### config.mk
export PLATFORM = sky130hd
export DESIGN_NAME = adc_stream_packer
export DESIGN_NICKNAME = d
export VERILOG_FILES = /design/src/rtl/adc_pkg.sv /design/src/rtl/adc_stream_beat_reg.sv /design/src/rtl/adc_stream_packer.sv
export SDC_FILE = /design/constraint.sdc
export NUM_CORES = 1
export LEC_CHECK = 0
export CAP_MARGIN = 0
export CORE_AREA = 3 3 185 187
export CTS_CLUSTER_SIZE = 25
export DETAILED_ROUTE_END_ITERATION = 7
export DIE_AREA = 0 0 188 190
export SKIP_CTS_REPAIR_TIMING = 1
export SYNTH_ARGS = -nofsm -noshare
export SYNTH_HDL_FRONTEND = slang
export SYNTH_SLANG_ARGS = --single-unit
### constraint.sdc
create_clock -name aclk -period 5.3 [get_ports aclk]
set_clock_uncertainty 0.05 [all_clocks]
set_input_delay 0.53 -clock aclk [delete_from_list [all_inputs] [get_ports aclk]]
set_output_delay 0.53 -clock aclk [all_outputs]
set_load 0.05 [all_outputs]
### src/rtl/adc_pkg.sv
// Shared constants and helpers for the ADC streaming path.
// Lane index is sized for the widest legal pack (4 samples per beat).
package adc_pkg;

    localparam int AXIS_DATA_WIDTH = 32;
    localparam int AXIS_LEN_WIDTH  = 16;
    localparam int MAX_SPB         = 4;

    typedef logic [1:0] lane_idx_t;

    function automatic bit spb_legal(input int spb);
        return (spb == 1) || (spb == 2) || (spb == 4);
    endfunction

endpackage

### src/rtl/adc_stream_beat_reg.sv
// Single-entry AXI-Stream output register. A new beat may only be loaded
// when the slot is empty or draining, so a presented beat never changes.
module adc_stream_beat_reg #(
    parameter int WIDTH = 64
) (
    input  logic             aclk,
    input  logic             areset,
    input  logic             load,
    input  logic [WIDTH-1:0] load_data,
    input  logic             load_last,
    input  logic             tready,
    output logic             tvalid,
    output logic [WIDTH-1:0] tdata,
    output logic             tlast
);

    always_ff @(posedge aclk or posedge areset) begin
        if (areset) begin
            tvalid <= 1'b0;
            tdata  <= '0;
            tlast  <= 1'b0;
        end else if (load) begin
            tvalid <= 1'b1;
            tdata  <= load_data;
            tlast  <= load_last;
        end else if (tready) begin
            tvalid <= 1'b0;
        end
    end

endmodule

### src/rtl/adc_stream_packer.sv
// Packs SAMPLES_PER_BEAT narrow ADC samples into one wide AXI-Stream beat,
// framing packets every packet_len beats or on an explicit flush.
module adc_stream_packer
    import adc_pkg::*;
#(
    parameter int DATA_WIDTH       = AXIS_DATA_WIDTH,
    parameter int SAMPLES_PER_BEAT = 2,
    parameter int LEN_WIDTH        = AXIS_LEN_WIDTH
) (
    input  logic                                  aclk,
    input  logic                                  areset,
    input  logic                                  enable,
    input  logic [LEN_WIDTH-1:0]                  packet_len,
    input  logic                                  flush,
    input  logic [DATA_WIDTH-1:0]                 s_axis_tdata,
    input  logic                                  s_axis_tvalid,
    output logic                                  s_axis_tready,
    output logic [DATA_WIDTH*SAMPLES_PER_BEAT-1:0] m_axis_tdata,
    output logic                                  m_axis_tvalid,
    input  logic                                  m_axis_tready,
    output logic                                  m_axis_tlast,
    output logic [31:0]                           packet_count
);

    localparam lane_idx_t LAST_LANE = lane_idx_t'(SAMPLES_PER_BEAT - 1);

    generate
        if (!spb_legal(SAMPLES_PER_BEAT)) begin : g_bad_spb
            $error("adc_stream_packer: SAMPLES_PER_BEAT must be 1, 2 or 4");
        end
    endgenerate

    lane_idx_t                                  lane_idx;
    logic [SAMPLES_PER_BEAT-1:0][DATA_WIDTH-1:0] pack_buf;
    logic [SAMPLES_PER_BEAT-1:0][DATA_WIDTH-1:0] load_lanes;
    logic [LEN_WIDTH-1:0]                       beat_cnt;
    logic [LEN_WIDTH-1:0]                       load_idx;
    logic                                       flush_pend;

    logic s_fire, m_fire, out_free, beat_full, emit_flush;
    logic load, load_last, len_hit, flush_arm;

    assign out_free      = !m_axis_tvalid || m_axis_tready;
    assign s_axis_tready = enable && !flush_pend && ((lane_idx != LAST_LANE) || out_free);
    assign s_fire        = s_axis_tvalid && s_axis_tready;
    assign m_fire        = m_axis_tvalid && m_axis_tready;
    assign beat_full     = s_fire && (lane_idx == LAST_LANE);
    assign emit_flush    = flush_pend && out_free;
    assign load          = beat_full || emit_flush;

    // A flush only arms when something would actually be in the beat,
    // counting a sample accepted in the same cycle.
    assign flush_arm = flush && !flush_pend && !beat_full && ((lane_idx != '0) || s_fire);

    // Position of the beat being loaded within its packet: when the current
    // occupant drains in the same cycle, the counter has not caught up yet.
    always_comb begin
        load_idx = beat_cnt;
        if (m_fire) load_idx = m_axis_tlast ? '0 : beat_cnt + 1'b1;
    end

    assign len_hit   = (packet_len != '0) && (load_idx == packet_len - 1'b1);
    assign load_last = emit_flush || len_hit || (flush && beat_full);

    // Lanes not yet filled read as zero, so a flushed partial beat is padded.
    always_comb begin
        load_lanes = '0;
        for (int i = 0; i < SAMPLES_PER_BEAT; i++) begin
            if (s_fire && (lane_idx == lane_idx_t'(i)))
                load_lanes[i] = s_axis_tdata;
            else if (lane_idx_t'(i) < lane_idx)
                load_lanes[i] = pack_buf[i];
        end
    end

    always_ff @(posedge aclk or posedge areset) begin
        if (areset) begin
            pack_buf <= '0;
        end else if (s_fire) begin
            for (int i = 0; i < SAMPLES_PER_BEAT; i++)
                if (lane_idx == lane_idx_t'(i)) pack_buf[i] <= s_axis_tdata;
        end
    end

    always_ff @(posedge aclk or posedge areset) begin
        if (areset) begin
            lane_idx   <= '0;
            flush_pend <= 1'b0;
        end else begin
            if (emit_flush)  lane_idx <= '0;
            else if (s_fire) lane_idx <= beat_full ? '0 : lane_idx + 1'b1;

            if (emit_flush)     flush_pend <= 1'b0;
            else if (flush_arm) flush_pend <= 1'b1;
        end
    end

    always_ff @(posedge aclk or posedge areset) begin
        if (areset) begin
            beat_cnt     <= '0;
            packet_count <= '0;
        end else if (m_fire) begin
            beat_cnt <= m_axis_tlast ? '0 : beat_cnt + 1'b1;
            if (m_axis_tlast) packet_count <= packet_count + 32'd1;
        end
    end

    adc_stream_beat_reg #(
        .WIDTH(DATA_WIDTH * SAMPLES_PER_BEAT)
    ) u_beat_reg (
        .aclk      (aclk),
        .areset    (areset),
        .load      (load),
        .load_data (load_lanes),
        .load_last (load_last),
        .tready    (m_axis_tready),
        .tvalid    (m_axis_tvalid),
        .tdata     (m_axis_tdata),
        .tlast     (m_axis_tlast)
    );

endmodule
# After elaboration in Yosys (flattened, before gate mapping)
# Cells that the tools add are included.
[totals]
regBits = 181
latch_bits = 0
mem_bits_rw = 0
romBits = 0
input_bits = 54
output_inout_bits = 99
elab_cells = 61
mem_count = 0
[op_classes]
n_addsub = 4
n_mul = 0
div_mod_pow = 0
magnitude_cmp = 2
eq_ne = 3
n_shift = 0
mux = 13
n_bitwise = 0
n_reduce_logical = 30
[ops]
columns = ["cell", "count"]
rows = [
  ["$mux W32", 4],
  ["$add A32 B1 Y32 const B", 1],
  ["$mux W16", 2],
  ["$add A16 B1 Y16 const B", 1],
  ["$eq A16 B16 Y1", 1],
  ["$reduce_bool A16 Y1", 1],
  ["$sub A16 B1 Y16 const B", 1],
  ["$logic_and A1 B1 Y1", 12],
  ["$reduce_bool A2 Y1", 4],
  ["$logic_or A1 B1 Y1", 6],
  ["$mux W2", 3],
  ["$reduce_and A2 Y1", 3],
  ["$lt A1 B2 Y1 const A", 2],
  ["$mux W1", 4],
  ["$logic_not A1 Y1", 3],
  ["$add A2 B1 Y2 const B", 1],
  ["$eq A2 B1 Y1 const B", 1],
  ["$logic_not A2 Y1", 1],
  ["$ne A2 B1 Y1 const B", 1],
]

# Depth between registers and ports, before layout
[logic_depth]
ltp_word = 11
mapped_depth = 10
depth_no_buf = 10

# Cells and area by module
# From an unflattened synthesis, not the netlist that was laid out.
[unflattened]
cells_unflattened = 793
area_unflattened_um2 = 8679.6
[modules_own_cells]
columns = ["module", "n_inst", "cells_per_inst", "area_per_inst_um2", "seq_area_each_um2"]
rows = [
  ["adc_stream_packer", 1, 652, 6068.3, 2877.8],
  ["adc_stream_beat_reg", 1, 141, 2611.3, 1651.6],
]

# Worst setup path after synthesis
# OpenSTA, ideal clock, no wires.
[synth_timing]
path_kind = "reg-to-reg"
startpoint = "register u_beat_reg.tvalid"
endpoint = "register pack_buf[10] (netlist bit)"
setup_ns = 0.125
arrival_time_ns = 2.714
required_time_ns = 5.125
path_slack_ns = 2.411
stages_incl_launch_ff = 8
path_buffers = 1
period_less_slack_ns = 2.889
cell_sequence = "dfrtp_1 -> nand2b_1 -> nor2_1 -> nor3b_2 -> nand2_1 -> nor2_4 -> buf_2 -> mux2_2"
[synth_between]
elab_chain_len = 6
[synth_lines]
columns = ["element", "line_no", "rtl"]
rows = [
  ["start: declaration", "adc_stream_beat_reg.sv:12", "output logic tvalid,"],
  ["start signal: assignment", "adc_stream_beat_reg.sv:19", "tvalid <= 1'b0;"],
  ["start signal: assignment", "adc_stream_beat_reg.sv:23", "tvalid <= 1'b1;"],
  ["start signal: assignment", "adc_stream_beat_reg.sv:27", "tvalid <= 1'b0;"],
  ["$logic_not A1 Y1", "adc_stream_packer.sv:43", "assign out_free = !m_axis_tvalid || m_axis_tready;"],
  ["$logic_or A1 B1 Y1", "adc_stream_packer.sv:43", ""],
  ["$logic_or A1 B1 Y1", "adc_stream_packer.sv:44", "assign s_axis_tready = enable && !flush_pend && ((lane_idx != LAST_LANE) || out_free);"],
  ["$logic_and A1 B1 Y1", "adc_stream_packer.sv:44", ""],
  ["net s_axis_tready", "adc_stream_packer.sv:17", "output logic s_axis_tready,"],
  ["$logic_and A1 B1 Y1", "adc_stream_packer.sv:45", "assign s_fire = s_axis_tvalid && s_axis_tready;"],
  ["$reduce_and A2 Y1 (no source line)", "--", ""],
  ["end signal: indexed assignment", "adc_stream_packer.sv:81", "if (lane_idx == lane_idx_t'(i)) pack_buf[i] <= s_axis_tdata;"],
  ["end: declaration", "adc_stream_packer.sv:34", "logic [SAMPLES_PER_BEAT-1:0][DATA_WIDTH-1:0] pack_buf;"],
]
# The timed path passes the listed nets, and every way through them passes these cells.
# A chain may end at the register's enable or synchronous reset.

# Worst setup path in the final report
[layout_timing]
startpoint = "register lane_idx[1]"
endpoint = "output port s_axis_tready"
[layout_between]
elab_chain_len = 3
[layout_lines]
columns = ["element", "line_no", "rtl"]
rows = [
  ["start: declaration", "adc_stream_packer.sv:33", "lane_idx_t lane_idx;"],
  ["start signal: assignment", "adc_stream_packer.sv:91", "else if (s_fire) lane_idx <= beat_full ? '0 : lane_idx + 1'b1;"],
  ["$ne A2 B1 Y1", "adc_stream_packer.sv:44", ""],
  ["$logic_or A1 B1 Y1", "adc_stream_packer.sv:44", ""],
  ["$logic_and A1 B1 Y1", "adc_stream_packer.sv:44", ""],
  ["end: declaration", "adc_stream_packer.sv:17", ""],
]
# Every way passes these cells.

==> impl_metrics.ini <==
[logic_synthesis]
syn_area_mm2 = 0.008100
synth.distinct_cells = 46
syn_inst = 816
synth_ff_type = dfrtp_1
postSynth.asyncResetShare_pct = 100.0
syn_nets = 873
ys_seq_area_share_pct = 55.92
yosysWarnings = 0
ys_seq_elements = 181
synth.avg_cell_area_um2 = 9.927
synth_edf_count = 0

[drt]
vias = 6157
first_pass_iters = 4
wirelength_mm = 20.92
viasPerCell = 4.379
drtIter0Drc = 316
routedWlPerCell_um = 14.88
drtAntennaViolNets = 0
drc = 0

[die]
io_pins = 153
row_count = 66
start_util_pct = 24.83
die_area_mm2 = 0.03572
die-height_um = 190
dieWidth_um = 188
fp.coreArea_mm2 = 0.03262

[critical_path]
setup.worst_path.start_class = flip-flop
crit_type = reg -> out
required_ns = 4.72
path_max_fanout = 35
crit_path_end_kind = output pin
worst_ep_arrival_time_ns = 2.89

[layout]
final-seq-area_mm2 = 0.004531
diodes = 0
multi_input_area_mm2 = 0.003356
drive_above_1_share_pct = 9.232
fillers = 3359
final_nets = 1008
syn_to_final_growth_pct = 31.25

[timing]
finalCriticalPeriod_ns = 3.466
drv_slew = 0
rsz0062_at_grt = false
worstMarginPinSlew_ns = 1.013
fin_hold_ws_ns = 0.4272
fmax_mhz = 288.5
final-setup-viol-count = 0
maxSlewHeadroom_pct = 32.49
fin_setup_tns_ns = 0
fin_crit_sh_pct = 65.40
hold_viol_final = 0

[clocking]
worstSkewPairLatency_ns = 0.42
numCtsBuffers = 17
h-tree-depth = 4
root_buffer = clkbuf_16
clkTransAtPathRegs_ns = 0.07
clockBufferDepth = 2
cts_sinks = 181
cts_tree = yes

[grt]
grt_pass1_vias = 6273
overflow = 0
antenna_found_initial = 1
grt_pass1_wl_mm = 34.57
grt_max_degree = 182
grt_usage_pct = 11.99

[job]
cap_violations = 0

[power]
ir_worst_vdd_uv = 345.2
p_per_area_mw_per_mm2 = 584.6
leakagePower_nw = 4.392

[worst_hold_path]
min-delay-path-class = reg -> reg

[status]
status = finished, final reports clean

[placement]
dp_hpwl_mm = 13.77
gp_congestion = 0.7518
port_buffers = 152
==> through the flow <==
step	setup slack [ns]	util (%)	power [mW]	std cells	cell area (um2)
after floorplan	2.397	-	4.114	816	8104
after global placement	1.865	30.88	5.006	1374	10070
after detailed placement	1.816	30.88	5.050	1374	10070
after CTS	1.759	32.59	6.316	1406	10630
after global routing	1.679	32.59	6.627	1406	10630
final	1.834	32.59	6.215	1406	10630
==> synth_stat cells (4+ instances only) <==
| cell | instances | area share [%] |
|---|---|---|
| mux2_2 | 33 | 4.6 |
| a22oi_1 | 32 | 3.0 |
| dfrtp_1 | 181 | 56 |
| nor4_1 | 6 | 0.46 |
| nor3_1 | 10 | 0.62 |
| clkbuf_1 | 17 | 0.79 |
| buf_1 | 4 | 0.19 |
| buf_2 | 18 | 1.1 |
| and3_1 | 6 | 0.46 |
| nand2_1 | 160 | 7.4 |
| o21ai_0 | 34 | 2.1 |
| xor2_1 | 16 | 1.7 |
| inv_1 | 14 | 0.65 |
| nand3_1 | 20 | 1.2 |
| nor2_1 | 93 | 4.3 |
| nand4_1 | 13 | 1.0 |
| a21oi_1 | 66 | 4.1 |
| xnor2_1 | 53 | 5.7 |
==> final cells by class <==
class	count	area share, %
multi-input cells	581	31.56
flip-flops and latches	181	42.62
clock inverters	13	1.095
inverters	14	0.5296
clock buffers	19	4.166
well taps	442	5.202
repair buffers	156	14.83
==> final timing paths <==
check | start | slack, ns | to | cells after the start
max | lane_idx[1] | 1.83 | s_axis_tready | 4
min | pack_buf[59] | 0.43 | pack_buf[59] | 2
max reg2reg | lane_idx[1] | 2.05 | pack_buf[30] | 7
min reg2reg | pack_buf[59] | 0.43 | pack_buf[59] | 2
max in group asynchronous | areset | 3.73 | lane_idx[1] | 3
min in group asynchronous | areset | 0.66 | packet_count[8] | 3
==> per-layer routing <==
layer	routed length, um	global-route usage [%]
met5	17	0
met4	170	2.886
met3	989	3.169
met2	9982	19.99
met1	9757	15.62
==> placed cells by master, fill, tap and decap left out, types with 3 or more instances in the layout <==
master and n:
o21ai_0 34, clkbuf_16 17, ha_1 3, nand4_1 13, a22oi_1 32, nand3_1 20
nor4_1 6, xnor2_1 53, nor2_1 92, nor3_1 10, dfrtp_1 180, nand2_1 158
mux2_2 33, clkinvlp_4 4, and4_1 3, a21oi_1 66, xor2_1 16, inv_1 13
and3_1 6, inv_6 6, clkdlybuf4s50_1 152
==> worst max-delay path, cell delays in order (launching register included) <==
cell             delay, ns
dfrtp_2               0.89
nand2b_1              0.28
nor2_1                0.07
nor3b_2               0.28
clkdlybuf4s50_1       0.92
==> logic make-up (layout without fill, tap and decap cells) <==
logic type	after synthesis	count (layout)	share of synthesized area, %
mux	33	33	4.588
compound gates	143	143	10.26
xor+xnor	69	69	7.461
buf+inv	54	202	2.873
fa+ha+maj	3	3	0.4634
simple gates	333	333	18.44
flops	181	181	55.92
==> where the power goes <==
group	internal, mW	switching, mW	leakage, nW	total, mW
registers	1.92	0.329	2.25	2.25
clock network	0.630	0.592	0.266	1.22
logic	0.948	1.80	1.87	2.74
==> registers in the layout, summed over array words and instances (netlist names) <==
signal             count
pack_buf              64
u_beat_reg.tdata      64
packet_count          32
beat_cnt              16
lane_idx               2
flush_pend             1
u_beat_reg.tlast       1
u_beat_reg.tvalid      1
Note: power is estimated with default switching activity, not from simulation.
